## src/rtl/halut_pkg.sv

```systemverilog
// Shared constants and types for the HALUT datapath.
// Holds the decoder-unit count, result buffer depth and the buffered result entry layout.
package halut_pkg;

    localparam int DecoderUnits      = 4;
    localparam int DecAddrWidth      = $clog2(DecoderUnits);
    localparam int ResultBufferDepth = 16;

    typedef struct packed {
        logic [31:0]             result;
        logic [DecAddrWidth-1:0] m_addr;
        logic                    last;
    } result_entry_t;

endpackage

```

## src/rtl/halut_sync_fifo.sv

```systemverilog
// Single-clock FIFO with occupancy count, synchronous flush and asynchronous active-low reset.
// Head entry is read combinationally at the read pointer; pointers wrap at Depth (power of two).
module halut_sync_fifo #(
    parameter int  Depth   = 16,
    parameter type entry_t = logic [7:0],
    localparam int PtrWidth = $clog2(Depth)
) (
    input  logic              clk_i,
    input  logic              rst_ni,
    input  logic              flush_i,
    input  logic              push_i,
    input  logic              pop_i,
    input  entry_t            wdata_i,
    output entry_t            rdata_o,
    output logic              full_o,
    output logic              empty_o,
    output logic [PtrWidth:0] fill_o
);

    entry_t              r_mem [Depth];
    logic [PtrWidth-1:0] r_wr_ptr;
    logic [PtrWidth-1:0] r_rd_ptr;
    logic [PtrWidth:0]   r_fill;

    logic w_full;
    logic w_empty;
    logic w_push;
    logic w_pop;

    assign w_full  = (r_fill == (PtrWidth+1)'(Depth));
    assign w_empty = (r_fill == '0);
    assign w_pop   = pop_i && !w_empty && !flush_i;
    // A push into a full FIFO is only legal when the head leaves in the same cycle.
    assign w_push  = push_i && !flush_i && (!w_full || w_pop);

    always_ff @(posedge clk_i) begin
        if (w_push) begin
            r_mem[r_wr_ptr] <= wdata_i;
        end
    end

    always_ff @(posedge clk_i or negedge rst_ni) begin
        if (!rst_ni) begin
            r_wr_ptr <= '0;
            r_rd_ptr <= '0;
            r_fill   <= '0;
        end else if (flush_i) begin
            r_wr_ptr <= '0;
            r_rd_ptr <= '0;
            r_fill   <= '0;
        end else begin
            if (w_push) begin
                r_wr_ptr <= r_wr_ptr + PtrWidth'(1);
            end
            if (w_pop) begin
                r_rd_ptr <= r_rd_ptr + PtrWidth'(1);
            end
            case ({w_push, w_pop})
                2'b10:   r_fill <= r_fill + (PtrWidth+1)'(1);
                2'b01:   r_fill <= r_fill - (PtrWidth+1)'(1);
                default: r_fill <= r_fill;
            endcase
        end
    end

    assign rdata_o = r_mem[r_rd_ptr];
    assign full_o  = w_full;
    assign empty_o = w_empty;
    assign fill_o  = r_fill;

endmodule

```

## src/rtl/halut_result_buffer.sv

```systemverilog
// Buffers the decoder result stream (which cannot stall) and re-emits it on valid/ready.
// Optional saturating stats counters are built when HALUT_RESULT_BUFFER_STATS_EN is defined.
module halut_result_buffer #(
    parameter int DecoderUnits = halut_pkg::DecoderUnits,
    parameter int Depth        = halut_pkg::ResultBufferDepth,
    parameter int DecAddrWidth = $clog2(DecoderUnits),
    parameter int PtrWidth     = $clog2(Depth)
) (
    input  logic                    clk_i,
    input  logic                    rst_ni,
    input  logic [31:0]             result_i,
    input  logic                    valid_i,
    input  logic [DecAddrWidth-1:0] m_addr_i,
    output logic [31:0]             out_data_o,
    output logic [DecAddrWidth-1:0] out_m_addr_o,
    output logic                    out_last_o,
    output logic                    out_valid_o,
    input  logic                    out_ready_i,
    input  logic                    flush_i,
    input  logic                    clear_flags_i,
    output logic [PtrWidth:0]       fill_o,
    output logic                    overflow_o,
    output logic                    seq_err_o,
    output logic [31:0]             accepted_cnt_o,
    output logic [31:0]             dropped_cnt_o
);

    import halut_pkg::*;

    localparam logic [DecAddrWidth-1:0] LastAddr = DecAddrWidth'(DecoderUnits - 1);

    result_entry_t           w_entry_in;
    result_entry_t           w_head;
    logic                    w_full;
    logic                    w_empty;
    logic                    w_out_valid;
    logic                    w_pop;
    logic                    w_push;
    logic                    w_drop;
    logic                    w_seq_bad;
    logic [DecAddrWidth-1:0] w_next_addr;

    logic [DecAddrWidth-1:0] r_exp_addr;
    logic                    r_overflow;
    logic                    r_seq_err;

    assign w_entry_in.result = result_i;
    assign w_entry_in.m_addr = m_addr_i;
    assign w_entry_in.last   = (m_addr_i == LastAddr);

    assign w_out_valid = !w_empty;
    assign w_pop       = w_out_valid && out_ready_i;
    assign w_push      = valid_i && !flush_i && (!w_full || w_pop);
    assign w_drop      = valid_i && !flush_i && w_full && !w_pop;

    halut_sync_fifo #(
        .Depth   (Depth),
        .entry_t (result_entry_t)
    ) u_fifo (
        .clk_i   (clk_i),
        .rst_ni  (rst_ni),
        .flush_i (flush_i),
        .push_i  (w_push),
        .pop_i   (w_pop),
        .wdata_i (w_entry_in),
        .rdata_o (w_head),
        .full_o  (w_full),
        .empty_o (w_empty),
        .fill_o  (fill_o)
    );

    // The tracker follows every incoming result, stored or dropped, so it resyncs after an error.
    assign w_seq_bad   = valid_i && !flush_i && (m_addr_i != r_exp_addr);
    assign w_next_addr = (m_addr_i == LastAddr) ? '0 : m_addr_i + DecAddrWidth'(1);

    always_ff @(posedge clk_i or negedge rst_ni) begin
        if (!rst_ni) begin
            r_exp_addr <= '0;
            r_overflow <= 1'b0;
            r_seq_err  <= 1'b0;
        end else begin
            if (flush_i) begin
                r_exp_addr <= '0;
            end else if (valid_i) begin
                r_exp_addr <= w_next_addr;
            end
            r_overflow <= w_drop    | (r_overflow & ~clear_flags_i);
            r_seq_err  <= w_seq_bad | (r_seq_err  & ~clear_flags_i);
        end
    end

`ifdef HALUT_RESULT_BUFFER_STATS_EN
    logic [31:0] r_accepted_cnt;
    logic [31:0] r_dropped_cnt;

    always_ff @(posedge clk_i or negedge rst_ni) begin
        if (!rst_ni) begin
            r_accepted_cnt <= '0;
            r_dropped_cnt  <= '0;
        end else begin
            if (w_push && (r_accepted_cnt != '1)) begin
                r_accepted_cnt <= r_accepted_cnt + 32'd1;
            end
            if (w_drop && (r_dropped_cnt != '1)) begin
                r_dropped_cnt <= r_dropped_cnt + 32'd1;
            end
        end
    end

    assign accepted_cnt_o = r_accepted_cnt;
    assign dropped_cnt_o  = r_dropped_cnt;
`else
    assign accepted_cnt_o = '0;
    assign dropped_cnt_o  = '0;
`endif

    // Storage is uninitialised after reset, so head fields are masked while empty.
    assign out_valid_o  = w_out_valid;
    assign out_data_o   = w_out_valid ? w_head.result : '0;
    assign out_m_addr_o = w_out_valid ? w_head.m_addr : '0;
    assign out_last_o   = w_out_valid && w_head.last;
    assign overflow_o   = r_overflow;
    assign seq_err_o    = r_seq_err;

endmodule

```

## config.mk

```make
export PLATFORM = sky130hd
export DESIGN_NAME = halut_result_buffer
export DESIGN_NICKNAME = d
export VERILOG_FILES = /design/src/rtl/halut_pkg.sv /design/src/rtl/halut_sync_fifo.sv /design/src/rtl/halut_result_buffer.sv
export SDC_FILE = /design/constraint.sdc
export NUM_CORES = 1
export LEC_CHECK = 0
export CORE_UTILIZATION = 40
export CTS_CLUSTER_SIZE = 20
export DETAILED_ROUTE_END_ITERATION = 16
export PLACE_DENSITY_LB_ADDON = 0.12
export SYNTH_ARGS = -nofsm -noshare
export SYNTH_HDL_FRONTEND = slang
export SYNTH_SLANG_ARGS = --single-unit
```

## constraint.sdc

```tcl
create_clock -name clk_i -period 5.41 [get_ports clk_i]
set_input_delay 0.541 -clock clk_i [delete_from_list [all_inputs] [get_ports clk_i]]
set_output_delay 0.541 -clock clk_i [all_outputs]
set_load 0.03 [all_outputs]
```

Word-level counts from Yosys, hierarchy flattened
Memories as Yosys holds them, arrays and structs flattened.
Index checks and enable logic that the tools add are counted.
W data, S select, Z words.
{ "classes": {"add_sub_neg": 5, "multipliers": 0, "div": 0, "magnitude_cmp": 0, "n_eq_ne": 5, "shifts": 0, "mux": 13, "bitwise": 5, "reduce_logical": 22} }
{ "op_table": {"columns": ["cell", "count"], "rows": [
  ["$mux W32", 1],
  ["$mux W4", 4],
  ["$logic_and A1 B1 Y1", 11],
  ["$pmux W5 S2", 1],
  ["$add A4 B1 Y4 const B", 2],
  ["$mux W2", 4],
  ["$reduce_bool A2 Y1", 3],
  ["$add A5 B1 Y5 const B", 1],
  ["$eq A5 B5 Y1 const B", 1],
  ["$logic_not A5 Y1", 1],
  ["$mux W5", 1],
  ["$sub A5 B1 Y5 const B", 1],
  ["$eq A2 B2 Y1 const B", 2],
  ["$logic_not A1 Y1", 4],
  ["$reduce_bool A3 Y1", 1],
  ["$add A2 B1 Y2 const B", 1],
  ["$and A1 B1 Y1", 2],
  ["$eq A2 B1 Y1 const B", 1],
  ["$logic_or A1 B1 Y1", 2],
  ["$mux W1", 2],
  ["$ne A2 B2 Y1", 1],
  ["$or A1 B1 Y1", 2],
  ["$not A1 Y1", 1]
]} }
{ "word_totals": {"regBits": 17, "latchBits": 0, "ramBits": 560, "mem_bits_ro": 0, "in_bits": 40, "out_inout_bits": 107, "wordCells": 57, "memories": 1} }
{ "mem_list": {"columns": ["name", "depth", "width", "read_ports", "rd_clocked_by_memory_dff", "write_ports", "line_no", "rtl"], "rows": [
  ["u_fifo.r_mem", 16, 35, 1, 0, 1, "halut_sync_fifo.sv:20", "entry_t r_mem [Depth];"]
]} }

Logic depth before layout (Yosys ltp)
{ "depth": {"depth_word": 10, "ltp_mapped": 10, "mapped_depth_nobuf": 9} }

Cells and area by module
A second synthesis with hierarchy kept.
{ "hier_totals": {"hier_cells": 1284, "area_unflattened_um2": 23281.1} }
{ "by_module_without_submodules": {"columns": ["module", "instances", "cells_each", "area_each_um2"], "rows": [
  ["halut_sync_fifo", 1, 1158, 22337.7],
  ["halut_result_buffer", 1, 126, 943.4]
]} }

Worst setup path before layout
No wires, ideal clock.
{ "synth_path": {"path_kind": "input port to flip-flop", "start": "in valid_i", "end": "mem u_fifo.r_mem[0][0] (netlist name), enable pin", "setup_ps": 515, "t_arrival_ps": 4611, "setup_slack_ps": 284, "stages": 5, "n_path_buf": 1, "path_cell_list": "clkbuf_1 > inv_1 > nor2_1 > nand2_1 > nor4_1"} }
{ "synth_between": {"elab_chain_cells": 6} }
{ "synth_lines": {"columns": ["item", "line_no", "rtl"], "rows": [
  ["from (decl)", "halut_result_buffer.sv:12", "input logic valid_i,"],
  ["$logic_and A1 B1 Y1 (2 in series)", "halut_result_buffer.sv:53", "assign w_push = valid_i && !flush_i && (!w_full || w_pop);"],
  ["$logic_and A1 B1 Y1 (2 in series)", "halut_sync_fifo.sv:34", "assign w_push = push_i && !flush_i && (!w_full || w_pop);"],
  ["$mux W1", "halut_sync_fifo.sv:37", "if (w_push) begin"],
  ["$mux W1 (implied by the code)", "halut_sync_fifo.sv:38", "r_mem[r_wr_ptr] <= wdata_i;"],
  ["to (decl)", "halut_sync_fifo.sv:20", null]
]} }
No other way between the ends.

Worst setup path in the final report
{ "layout_path": {"start": "reg u_fifo.r_rd_ptr[0]", "end": "out out_data_o[29]"} }
{ "layout_between": {"elab_chain_cells": 2} }
{ "layout_lines": {"columns": ["item", "line_no", "rtl"], "rows": [
  ["from (decl)", "halut_sync_fifo.sv:22", "logic [PtrWidth-1:0] r_rd_ptr;"],
  ["from (signal assigned)", "halut_sync_fifo.sv:56", "r_rd_ptr <= r_rd_ptr + PtrWidth'(1);"],
  ["$mem_v2 Z16 W35", null, null],
  ["$mux W32", "halut_result_buffer.sv:119", "assign out_data_o = w_out_valid ? w_head.result : '0;"],
  ["to (decl)", "halut_result_buffer.sv:14", "output logic [31:0] out_data_o,"]
]} }
No other way between the ends.

==> metrics.txt <==
status finished clean; IR drop worst, VDD approximately 0.00037 V; HPWL after detailed placement around 27 mm; diode count 0; vias in the first global route 11074; # setup viols final 0; Crit Path Category flop to primary output; Finished Layout Cells between 1500 and 2000; Syn Area/Cell around 22 µm²; Root Buffer clkbuf_16; final instance area 26500 µm²; number of vias per cell 5.22; # resized after CTS 0; FFs w/ async S/R, synth just under 3%; largest buffer count on any clock path 3; Initial Util roughly two fifths; IO Port Bufs between 80 and 90; cts hold-fix bufs 0; Worst slew margin between 10% and 20%; register area share after synthesis around three quarters; io pins 147; later-pin clock latency in the skew report between 0.5 and 0.6 ns; largest net degree at the start of global routing 44; CP required 4.87 ns; CTS tree built; H-tree Lvls 3; die area around 58000 µm²; most frequent cell after synthesis edfxtp_1; Max Cap Viol 0; synthesized instance count 1056; crit path max fanout 34; RSZ-0062 raised after global routing no; core region area around 56000 µm²; antenna viol nets, final 0; share of post-route cells with drive strength above 1 a little under a quarter; prevailing post-synth register cell edfxtp_1; Final nets 1222; total power ~12000 µW; Routed Wire Length 49.1 mm; global-route wire length before repair roughly 73 mm; gr usage total between 10% and 20%; Pre-Repair DR Iteration Count 8; register bit total from synthesis just under 600; initial drt markers approximately 710; synth unique cells 43; pwr dens 471 nW/µm²; Placed Area around 24000 µm²; Sink Count slightly below 600; Worst EP arrival around 3.8 ns; type of the worst min-delay path input port to asynchronous set/reset pin; Least-Margin Pin Slew ~1.2 ns; max-slew violation count 0; synth top area cells edfxtp_1 (74%), mux4_2 (14%), mux2i_1 (3.2%); type of origin of the critical path flop; Leak 0.00818 µW; Fmax achieved around 0.23 GHz; Die H 241 µm; Synthesis Warnings 0; P&R area growth vs syn 16.2%; drt drc 0; total grt overflow 0; Syn Std Cell Area 22800 µm²; post-DR wirelength/cell ~25 µm; kind of end point of the critical path primary output; post-route clock period utilization 80.7%; die width 241 µm; Post-synth top cells edfxtp_1 (560), mux4_2 (140), mux2i_1 (73); Clock Skew around 0.021 ns; post-layout min period ~4.4 ns; gpl congestion roughly 0.72; cell row count 87; Num CTS Buffers 66; Setup TNS Final 0 ns; number of synthesized flops with an enable pin 560; dpl cells 1862; Final Hold Fails 0; initial antenna violation count 0; DR vias between 10000 and 15000; # Post-CTS Setup Buffers 0; largest area contributor in the netlist edfxtp_1; Clock Pin Slew Worst Setup and Hold Paths 0.06 ns; Synth top area share 73.8%
==> final cells by class <==
type | count | area (µm²)
clock buffer | 86 | 1800
clock inverter | 33 | 283
fill | 4749 | 29900
inverter | 10 | 37.5
multi-input combinational | 414 | 5090
sequential | 577 | 17300
tap | 756 | 946
timing repair buffer | 105 | 1060
==> report_power, final <==
group / switching [µW] / total [µW] / internal (µW) / leakage (µW)
registers: 154 / 5130 / 4980 / 0.00527
clock network: 1720 / 4300 / 2580 / 0.00101
logic: 1640 / 3030 / 1390 / 0.00190
==> path summary, 6_finish.rpt <==
kind                       slack [ns]  cells after the start            endpoint               start
hold / removal                   0.41                      1           seq_err_o              rst_ni
min in group clk_i               0.53                      2       r_exp_addr[0]       r_exp_addr[0]
setup reg to reg                 2.46                      5  u_fifo.r_mem[7][9]    u_fifo.fill_o[2]
max in group asynchronous        4.41                      1  u_fifo.r_rd_ptr[3]              rst_ni
setup / recovery                 1.05                      5      out_data_o[29]  u_fifo.r_rd_ptr[0]
hold reg to reg                  0.53                      2       r_exp_addr[0]       r_exp_addr[0]
==> critical path, stage by stage (launching register included) <==
cell and delay [ns]:
dfrtp_4 0.92, buf_4 0.43, mux4_2 0.59, mux2i_1 0.37, o22ai_1 0.21, clkdlybuf4s50_1 0.67
==> sequential cells by signal (all words and copies together), names as in the netlist <==
register	cells
u_fifo.r_rd_ptr	4
seq_err_o	1
u_fifo.r_mem	560
overflow_o	1
u_fifo.fill_o	5
u_fifo.r_wr_ptr	4
r_exp_addr	2
==> stage by stage <==
step | hold WS [ns] | worst slack (ns) | utilization [%]
final | 0.414 | 1.05 | 46.9
after global placement | 0.520 | 1.59 | 43.2
after floorplan | 0.245 | 0.284 | -
after global routing | 0.473 | 0.874 | 46.9
after detailed placement | 0.517 | 1.56 | 43.2
after CTS | 0.409 | 0.992 | 46.9
==> metal layers <==
| metal | part of all wire (%) | track usage [%] |
|---|---|---|
| met1 | 46 | 24.9 |
| met2 | 48 | 27.7 |
| met3 | 4.4 | 3.49 |
| met4 | 1.7 | 5.62 |
| met5 | 0 | 0 |
==> cells by family (layout without fill, tap and decap cells) <==
logic type | count (synthesis) | count (layout) | synth area share [%]
AND/OR/NAND/NOR | 66 | 66 | 1.54
buffers and inverters | 128 | 234 | 3.31
other | 1 | 64 | 0.0165
adder cells (fa/ha/maj) | 8 | 8 | 0.439
flip-flops | 577 | 577 | 75.7
AO/OA/AOI/OAI | 52 | 52 | 1.54
multiplexers | 214 | 214 | 17.1
XOR/XNOR | 10 | 10 | 0.384
==> cell usage in the layout, fill, tap and decap left out, types with 5 or more instances in the layout <==
cell	count
mux4_2	140
ha_1	8
nand3_1	7
o22ai_1	35
dfrtp_1	14
clkbuf_1	16
bufinv_16	5
edfxtp_1	560
nor2_1	12
xor2_1	7
inv_1	10
and2_2	8
conb_1	64
buf_4	18
clkinv_1	16
mux2i_1	73
nand2_1	11
clkbuf_16	69
a21oi_1	5
clkinv_2	8
o21ai_0	5
buf_12	5
clkdlybuf4s50_1	82
(Power assumes the default switching activity.)
